--- src/rtl/ov13850_regs_sequencer.sv ---
// OV13850 register-table sequencer.
// Walks the ROM from address 0 to LAST_ADDR. Each non-zero 24-bit entry
// {reg_addr, reg_data} becomes one SCCB write command. Each all-zero entry
// becomes a settling delay. A command that is nacked or times out is
// re-issued up to MAX_RETRY times. After that the sequencer stops in ERROR.
module ov13850_regs_sequencer #(
    parameter logic [8:0]  LAST_ADDR   = 9'h10E,
    parameter int unsigned ROM_LATENCY = 2,
    parameter int unsigned GAP_DELAY   = 500000,
    parameter int unsigned ACK_TIMEOUT = 65535,
    parameter int unsigned MAX_RETRY   = 3
) (
    input  logic        clock,
    input  logic        reset,
    input  logic        start,
    output logic        rom_clock_en,
    output logic [8:0]  rom_address,
    input  logic [23:0] rom_data,
    output logic        cmd_valid,
    input  logic        cmd_ready,
    output logic [15:0] cmd_addr,
    output logic [7:0]  cmd_data,
    input  logic        cmd_done,
    input  logic        cmd_nack,
    output logic        busy,
    output logic        done,
    output logic        error,
    output logic [8:0]  fail_address
);

    typedef enum logic [3:0] {
        S_IDLE,
        S_FETCH,
        S_ROMWAIT,
        S_DECODE,
        S_ISSUE,
        S_ACKWAIT,
        S_GAP,
        S_NEXT,
        S_DONE,
        S_ERROR
    } state_t;

    state_t      r_state;
    state_t      w_next_state;

    logic [8:0]  r_rom_address;
    logic [15:0] r_cmd_addr;
    logic [7:0]  r_cmd_data;
    logic [31:0] r_count;
    logic [7:0]  r_retry;
    logic        r_done;
    logic        r_error;
    logic [8:0]  r_fail_address;

    logic        w_busy;
    logic        w_rom_en;
    logic        w_cmd_valid;

    // Decoded events shared by the next-state logic and the datapath.
    logic        w_ack_ok;
    logic        w_ack_fail;
    logic        w_can_retry;
    logic        w_entry_zero;
    logic        w_last;

    assign w_ack_ok     = cmd_done && !cmd_nack;
    // A timeout counts as a failure only when no done arrives in the same cycle.
    assign w_ack_fail   = (cmd_done && cmd_nack) || (!cmd_done && (r_count == 32'd0));
    assign w_can_retry  = ({24'd0, r_retry} < MAX_RETRY);
    assign w_entry_zero = ({r_cmd_addr, r_cmd_data} == 24'h000000);
    assign w_last       = (r_rom_address == LAST_ADDR);

    // State register. The reset drops the state-decoded outputs (cmd_valid,
    // rom_clock_en, busy) immediately.
    always_ff @(posedge clock or posedge reset) begin
        if (reset) begin
            r_state <= S_IDLE;
        end else begin
            // NOTE: sequential state uses non-blocking assignments. Then every
            // flop in this clock domain samples pre-edge values, which avoids
            // ordering races between always blocks.
            r_state <= w_next_state;
        end
    end

    // Next-state logic and the state-decoded outputs.
    always_comb begin
        // NOTE: every signal driven here gets a default first. A path that
        // leaves a signal unassigned would infer a latch.
        w_next_state = r_state;
        w_busy       = 1'b1;
        w_rom_en     = 1'b0;
        w_cmd_valid  = 1'b0;
        case (r_state)
            S_IDLE, S_DONE, S_ERROR: begin
                w_busy = 1'b0;
                if (start) w_next_state = S_FETCH;
            end
            S_FETCH: begin
                w_rom_en     = 1'b1;
                w_next_state = S_ROMWAIT;
            end
            S_ROMWAIT: begin
                w_rom_en = 1'b1;
                if (r_count <= 32'd1) w_next_state = S_DECODE;
            end
            S_DECODE: begin
                w_next_state = w_entry_zero ? S_GAP : S_ISSUE;
            end
            S_ISSUE: begin
                w_cmd_valid = 1'b1;
                if (cmd_ready) w_next_state = S_ACKWAIT;
            end
            S_ACKWAIT: begin
                if (w_ack_ok)        w_next_state = S_NEXT;
                else if (w_ack_fail) w_next_state = w_can_retry ? S_ISSUE : S_ERROR;
            end
            S_GAP: begin
                if (r_count == 32'd0) w_next_state = S_NEXT;
            end
            S_NEXT: begin
                w_next_state = w_last ? S_DONE : S_FETCH;
            end
            default: begin
                w_next_state = S_IDLE;
            end
        endcase
    end

    // Datapath: ROM address, latched entry, shared down-counter, retry count
    // and the sticky status flags.
    always_ff @(posedge clock or posedge reset) begin
        if (reset) begin
            // NOTE: every datapath register has a reset value. After reset the
            // status outputs and the command bus read as zero, not as left-over
            // data.
            r_rom_address  <= '0;
            r_cmd_addr     <= '0;
            r_cmd_data     <= '0;
            r_count        <= '0;
            r_retry        <= '0;
            r_done         <= 1'b0;
            r_error        <= 1'b0;
            r_fail_address <= '0;
        end else begin
            case (r_state)
                S_IDLE, S_DONE, S_ERROR: begin
                    if (start) begin
                        r_rom_address <= '0;
                        r_done        <= 1'b0;
                        r_error       <= 1'b0;
                        r_retry       <= '0;
                    end
                end
                S_FETCH: begin
                    r_count <= ROM_LATENCY;
                end
                S_ROMWAIT: begin
                    // The entry is valid ROM_LATENCY cycles after FETCH presented the address.
                    if (r_count <= 32'd1) begin
                        r_cmd_addr <= rom_data[23:8];
                        r_cmd_data <= rom_data[7:0];
                    end else begin
                        r_count <= r_count - 32'd1;
                    end
                end
                S_DECODE: begin
                    if (w_entry_zero) r_count <= GAP_DELAY;
                end
                S_ISSUE: begin
                    if (cmd_ready) r_count <= ACK_TIMEOUT;
                end
                S_ACKWAIT: begin
                    if (w_ack_ok) begin
                        r_retry <= '0;
                    end else if (w_ack_fail) begin
                        if (w_can_retry) begin
                            r_retry <= r_retry + 8'd1;
                        end else begin
                            r_fail_address <= r_rom_address;
                            r_error        <= 1'b1;
                        end
                    end else begin
                        r_count <= r_count - 32'd1;
                    end
                end
                S_GAP: begin
                    if (r_count != 32'd0) r_count <= r_count - 32'd1;
                end
                S_NEXT: begin
                    // The address stops at LAST_ADDR and never wraps.
                    if (w_last) r_done <= 1'b1;
                    else        r_rom_address <= r_rom_address + 9'd1;
                end
                default: begin
                end
            endcase
        end
    end

    assign rom_clock_en = w_rom_en;
    assign rom_address  = r_rom_address;
    assign cmd_valid    = w_cmd_valid;
    assign cmd_addr     = r_cmd_addr;
    assign cmd_data     = r_cmd_data;
    assign busy         = w_busy;
    assign done         = r_done;
    assign error        = r_error;
    assign fail_address = r_fail_address;

endmodule

--- config.mk ---
export PLATFORM = sky130hd
export DESIGN_NAME = ov13850_regs_sequencer
export DESIGN_NICKNAME = d
export VERILOG_FILES = /design/src/rtl/ov13850_regs_sequencer.sv
export SDC_FILE = /design/constraint.sdc
export NUM_CORES = 1
export LEC_CHECK = 0
export ABC_CLOCK_PERIOD_IN_PS = 5900
export CAP_MARGIN = 20
export CORE_MARGIN = 1.5
export CORE_UTILIZATION = 45
export CTS_CLUSTER_SIZE = 12
export DETAILED_ROUTE_END_ITERATION = 10
export GPL_TIMING_DRIVEN = 0
export PLACE_DENSITY = 0.67
export SLEW_MARGIN = 10
export SYNTH_ARGS = -nofsm -noshare
export SYNTH_HDL_FRONTEND = slang
export SYNTH_SLANG_ARGS = --single-unit
--- constraint.sdc ---
create_clock -name clock -period 5.9 [get_ports clock]
set_input_delay 0.59 -clock clock [delete_from_list [all_inputs] [get_ports clock]]
set_output_delay 0.59 -clock clock [all_outputs]
set_load 0.02 [all_outputs]
# [After elaboration in Yosys (flattened, before gate mapping)]
# Index checks and enable logic that the tools add are counted.
# W data, S select, Z words.
[classes] addsub=3 n_lt_le_gt_ge=2 n_eq_ne=25 n_mux=35 bitwise_logic=2 reduce_logical=23
[op_table] cell="$mux W32" count=6
[op_table] cell="$pmux W32 S6" count=1
[op_table] cell="$le A32 B1 Y1 const B" count=1
[op_table] cell="$logic_not A32 Y1" count=1
[op_table] cell="$mux W4" count=8
[op_table] cell="$mux W8" count=4
[op_table] cell="$pmux W4 S8" count=1
[op_table] cell="$reduce_bool A32 Y1" count=1
[op_table] cell="$sub A32 B1 Y32 const B" count=1
[op_table] cell="$ne A2 B2 Y1 const B" count=13
[op_table] cell="$logic_not A24 Y1" count=1
[op_table] cell="$mux W9" count=2
[op_table] cell="$pmux W9 S2" count=1
[op_table] cell="$eq A4 B3 Y1 const B" count=4
[op_table] cell="$pmux W8 S2" count=1
[op_table] cell="$reduce_and A5 Y1" count=2
[op_table] cell="$add A9 B1 Y9 const B" count=1
[op_table] cell="$eq A9 B9 Y1 const B" count=1
[op_table] cell="$add A8 B1 Y8 const B" count=1
[op_table] cell="$eq A4 B2 Y1 const B" count=2
[op_table] cell="$eq A4 B4 Y1 const B" count=2
[op_table] cell="$lt A8 B2 Y1 const B" count=1
[op_table] cell="$mux W1" count=8
[op_table] cell="$reduce_and A4 Y1" count=2
[op_table] cell="other kinds (16)" count=24
[word_totals] register_bits=88 in_bits=30 out_inout_bits=47 wordCells=99

# [Longest topological paths before layout]
[logic_depth] depth_word=6 ltp_mapped=9

# [Worst setup path after synthesis]
# Ideal clock, no wire load.
[synth_timing] path_kind="register to register" startpoint="reg r_count[23]" endpoint="reg r_cmd_addr[0], in the netlist cmd_addr[0]" setup_ps=125 t_arrival_ps=2603 t_required_ps=5775 path_slack_ps=3172 stages_incl_launch_ff=7 period_less_slack_ps=2728 cell_sequence="dfrtp_1 -> or4_4 -> or4_1 -> buf_2 -> nor4_2 -> buf_4 -> mux2_2"
[synth_between] elab_chain_len=2
[synth_rtl] item="start, declared" line="50" source="logic [31:0] r_count;"
[synth_rtl] item="start signal, assigned" line="165" source="r_count <= r_count - 32'd1;"
[synth_rtl] item="start signal, assigned" line="185" source="r_count <= r_count - 32'd1;"
[synth_rtl] item="start signal, assigned" line="189" source="if (r_count != 32'd0) r_count <= r_count - 32'd1;"
[synth_rtl] item="$le A32 B1 Y1" line="161" source="if (r_count <= 32'd1) begin"
[synth_rtl] item="$reduce_and A2 Y1 (no source line)"
[synth_rtl] item="end signal, assigned" line="162" source="r_cmd_addr <= rom_data[23:8];"
[synth_rtl] item="end, declared" line="48" source="logic [15:0] r_cmd_addr;"
# No other way between the ends.
# A chain may end at the register's enable or synchronous reset.

# [Final worst setup path]
[layout_timing] startpoint="reg r_state[2]" endpoint="out cmd_valid"
[layout_between] elab_chain_len=2
[layout_rtl] item="start, declared" line="44" source="state_t r_state;"
[layout_rtl] item="start signal, assigned" line="83" source="r_state <= w_next_state;"
[layout_rtl] item="$eq A4 B3 Y1" line="95" source="case (r_state)"
[layout_rtl] item="$mux W1" line="95"
[layout_rtl] item="end, declared" line="19" source="output logic cmd_valid,"
# No other way between the ends.

==> reports/results.txt <==
The worst slack at placement was 2770 ps. The fraction of post-synthesis cell area in the top cell type by area works out to 0.482. Busiest metal layer after global routing: met2. The detailed-route wire length was 11.3 mm. The analysis attributes to cell leakage a power of 0.00250 uW.

Power spread over the standard cell area amounts to 475 nW/um^2. The tools report the global routing met3 resource utilization as 0.0673. Most common cell in the netlist: sky130_fd_sc_hd__dfrtp_1. After the first detailed-routing iteration, the DRC count stood at 215.

The tools report the total global routing track utilization as 0.217. The final HPWL from detailed placement is 8.03 mm. In this run the count of I/O pins placed on the die edge is 77. The floorplan step defined a die boundary enclosing 10800 um^2. The tools report the number of DRC violations after detailed routing as 0. The area growth from synthesis to layout is 25.0%. The logs give 0.260 mV for the worst vdd rail ir drop and 0 ps for the sum of negative setup slack. The congestion estimate from routability-driven global placement came to 0.850. The run gives 36 as the placement row count. The tool flagged a number of max-cap violations equal to 0. For the pin with the worst max-slew slack, the measured transition is 944 ps. Synthesis produced a netlist whose cell count is 474. The run gives 9820 um^2 as the core footprint. Number of antenna violations at the first check in global routing: 0.

Final hold analysis gives a worst-case slack of 505 ps. The tools report the number of iterations in the first detailed-routing pass as 5. The remaining max-slew budget at the tightest pin was 0.365. In the final routed layout, each cell accounts on average for 16.1 um.

After clock tree synthesis, the flow added hold-fix buffers numbering 0. The number of library cell types mapped by synthesis was 52. Cell internal power was estimated by the tool at 1490 uW.

Entering global routing, the biggest net connects 65 pins. The logs give 0 for the total count of max-transition violations in the final report and 19.2 mm for the first-pass GRT wire length. The number of CTS-inserted buffers came out at 9. The fraction of registers with async set/reset was 1.00; the register area share after synthesis was 0.482. CTS placed an instance of sky130_fd_sc_hd__clkbuf_8 at the clock tree root. The chip height was 104 um; the proportion of power drawn by combinational gates was 0.529. The number of buffers inserted by port buffering is 76, and the achievable frequency is 0.281 GHz. The final layout contains 600 nets. The clock power share was 0.141.

For the met2 global-route usage, the log shows 0.330. The fraction of layout cells with a size suffix above 1 is 0.118. For this run, the leading register cell type out of synthesis is sky130_fd_sc_hd__dfrtp_1.

The run gives 3 as the H-tree level count. The clock arrives with 8.66 ps of skew. The standard cell area after detailed placement was 5530 um^2. After filler insertion, the fill cell instance count of the layout stands at 903.

At the worst endpoint, the arrival time is 2970 ps. Once layout is done, the placed cells without fillers occupy 5700 um^2. The critical path is of the reg2out type. The tools report the initial standard-cell utilization of the core as 0.465.

The worst setup path is captured at a primary output. The remaining antenna violation count is 0, and the period utilization is 0.604. Setup slack closes at 2340 ps. The synthesized design spends more area on one cell type than any other, namely sky130_fd_sc_hd__dfrtp_1. Across all layers, the routed design uses 4058 vias. STA classifies the critical path startpoint as a flop.

The global routing met1 resource utilization was 0.295; the number of flops mapped to enable cells by yosys was 0. At the later pin of the worst-skew pair, clock insertion delay measures 360 ps. Global routing finished with a remaining overflow of 0. Via count of the first global-routing pass: 3992. The post-synthesis register bit count is 88, and the final number of hold-violating endpoints is 0. The worst path needs 3560 ps of the cycle, external delays included. The run gives 0 as the number of setup buffers added after CTS. The net count after synthesis is 510. No sink is reached through more buffers than the 2 on the longest clock path. The run finished with clean final reports. Once the clock tree was built, the resizer swapped 0 gates to a different size. The synthesized area per cell is 9.63 um^2. The final number of setup-violating endpoints is 0, and the die outline width is 104 um.

Yosys attributes the largest share of cell area to sky130_fd_sc_hd__dfrtp_1, sky130_fd_sc_hd__mux2_2, sky130_fd_sc_hd__o21ai_0. Counting every sink on the clock net gives 88. In this run the power spent charging and discharging nets is 1220 uW. Sorting the synthesized cells by how often they occur yields sky130_fd_sc_hd__dfrtp_1, sky130_fd_sc_hd__o21ai_0, sky130_fd_sc_hd__nor2_1. TritonCTS built the clock tree. Setup repair after global routing left no endpoint under its margin. The Yosys step of the flow raised 0 warnings.

The clock-pin slew on the worst setup and hold paths works out to 90 ps. The min-delay analysis places its worst path in the category reg2reg. In this run the cell area of the synthesized design comes to 4560 um^2.

Along the worst path, the maximum fanout reaches 10. The logs give 5310 ps for the worst path required time and 0.330 for the register share of total power. The switching fraction of total power came out at 0.450. Dividing the detail-routed via count by the number of cells gives 5.79. 0 antenna diodes ended up in the layout.
-- routing by layer --
layer	up-vias	wire length, um
li1	1914	-
met2	140	5130
met1	1987	5170
met5	-	0
met3	17	820
met4	0	153
-- power by group through the flow --
stage,registers (uW),logic (uW),clock network [uW]
after floorplan,955,880,0
after global placement,893,1390,0
after detailed placement,900,1420,0
after CTS,890,1430,392
after global routing,917,1590,416
final,893,1430,383
-- logic make-up (layout without fill, tap and decap cells) --
| kind of cell | Yosys count | in the layout | share of synthesized area |
|---|---|---|---|
| simple gates | 173 | 173 | 0.203 |
| xor+xnor | 8 | 8 | 0.0154 |
| mux | 33 | 33 | 0.0811 |
| flops | 88 | 88 | 0.482 |
| fa+ha+maj | 6 | 6 | 0.0164 |
| compound gates | 128 | 128 | 0.162 |
| buf+inv | 38 | 132 | 0.0397 |
-- cells in the final DEF (no fill, tap or decap), types with 6 or more instances in the layout --
| cell | n |
|---|---|
| sky130_fd_sc_hd__a31oi_1 | 11 |
| sky130_fd_sc_hd__nand4_1 | 10 |
| sky130_fd_sc_hd__o21ai_1 | 10 |
| sky130_fd_sc_hd__inv_1 | 17 |
| sky130_fd_sc_hd__mux2_2 | 32 |
| sky130_fd_sc_hd__nor3_1 | 21 |
| sky130_fd_sc_hd__clkdlybuf4s50_1 | 76 |
| sky130_fd_sc_hd__nor2_1 | 48 |
| sky130_fd_sc_hd__ha_1 | 6 |
| sky130_fd_sc_hd__nand2_1 | 22 |
| sky130_fd_sc_hd__clkbuf_8 | 11 |
| sky130_fd_sc_hd__nand2b_1 | 10 |
| sky130_fd_sc_hd__a21oi_1 | 31 |
| sky130_fd_sc_hd__dfrtp_1 | 88 |
| sky130_fd_sc_hd__clkbuf_1 | 10 |
| sky130_fd_sc_hd__o21ai_0 | 51 |
| sky130_fd_sc_hd__nor4_1 | 11 |
| sky130_fd_sc_hd__nand3_1 | 16 |
| sky130_fd_sc_hd__xor2_1 | 7 |
-- critical path: stages, from the launching register on --
cell	delay (ps)
sky130_fd_sc_hd__dfrtp_1	440
sky130_fd_sc_hd__clkbuf_1	380
sky130_fd_sc_hd__nand2b_1	150
sky130_fd_sc_hd__or3_1	440
sky130_fd_sc_hd__inv_1	120
sky130_fd_sc_hd__clkbuf_1	390
sky130_fd_sc_hd__clkdlybuf4s50_1	700
-- stage by stage --
stage / std cells / total power [uW] / utilization
floorplan: 474 / 1840 / -
global placement: 683 / 2280 / 0.559
detailed placement: 685 / 2320 / 0.563
CTS: 700 / 2710 / 0.580
global route: 701 / 2930 / 0.581
finish: 701 / 2710 / 0.581
-- state kept, by name, indices dropped and copies added, names as in the netlist --
register,flops
r_count,32
r_retry,8
cmd_data,8
done,1
cmd_addr,16
error,1
r_state,4
rom_address,9
fail_address,9
-- final cells by class --
cell class,count,area [um^2],share of cell area
buffer,20,114,0.0200
clock buffer,12,155,0.0272
clock inverter,3,17.5,0.00307
inverter,18,70.1,0.0123
multi-input combinational,348,2180,0.382
sequential,88,2200,0.386
tap,133,166,0.0292
timing repair buffer,79,798,0.140
-- path summary, 6_finish.rpt --
check	from	endpoint	slack, ps	cells after the start
min in group asynchronous	reset	fail_address[4]	570	2
worst min register to register	fail_address[0]	fail_address[0]	500	2
worst max register to register	r_count[23]	cmd_addr[11]	2750	6
max in group asynchronous	reset	r_count[7]	4700	3
worst min-delay path	fail_address[0]	fail_address[0]	500	2
worst max-delay path	r_state[2]	cmd_valid	2340	6
(Power assumes the default switching activity.)
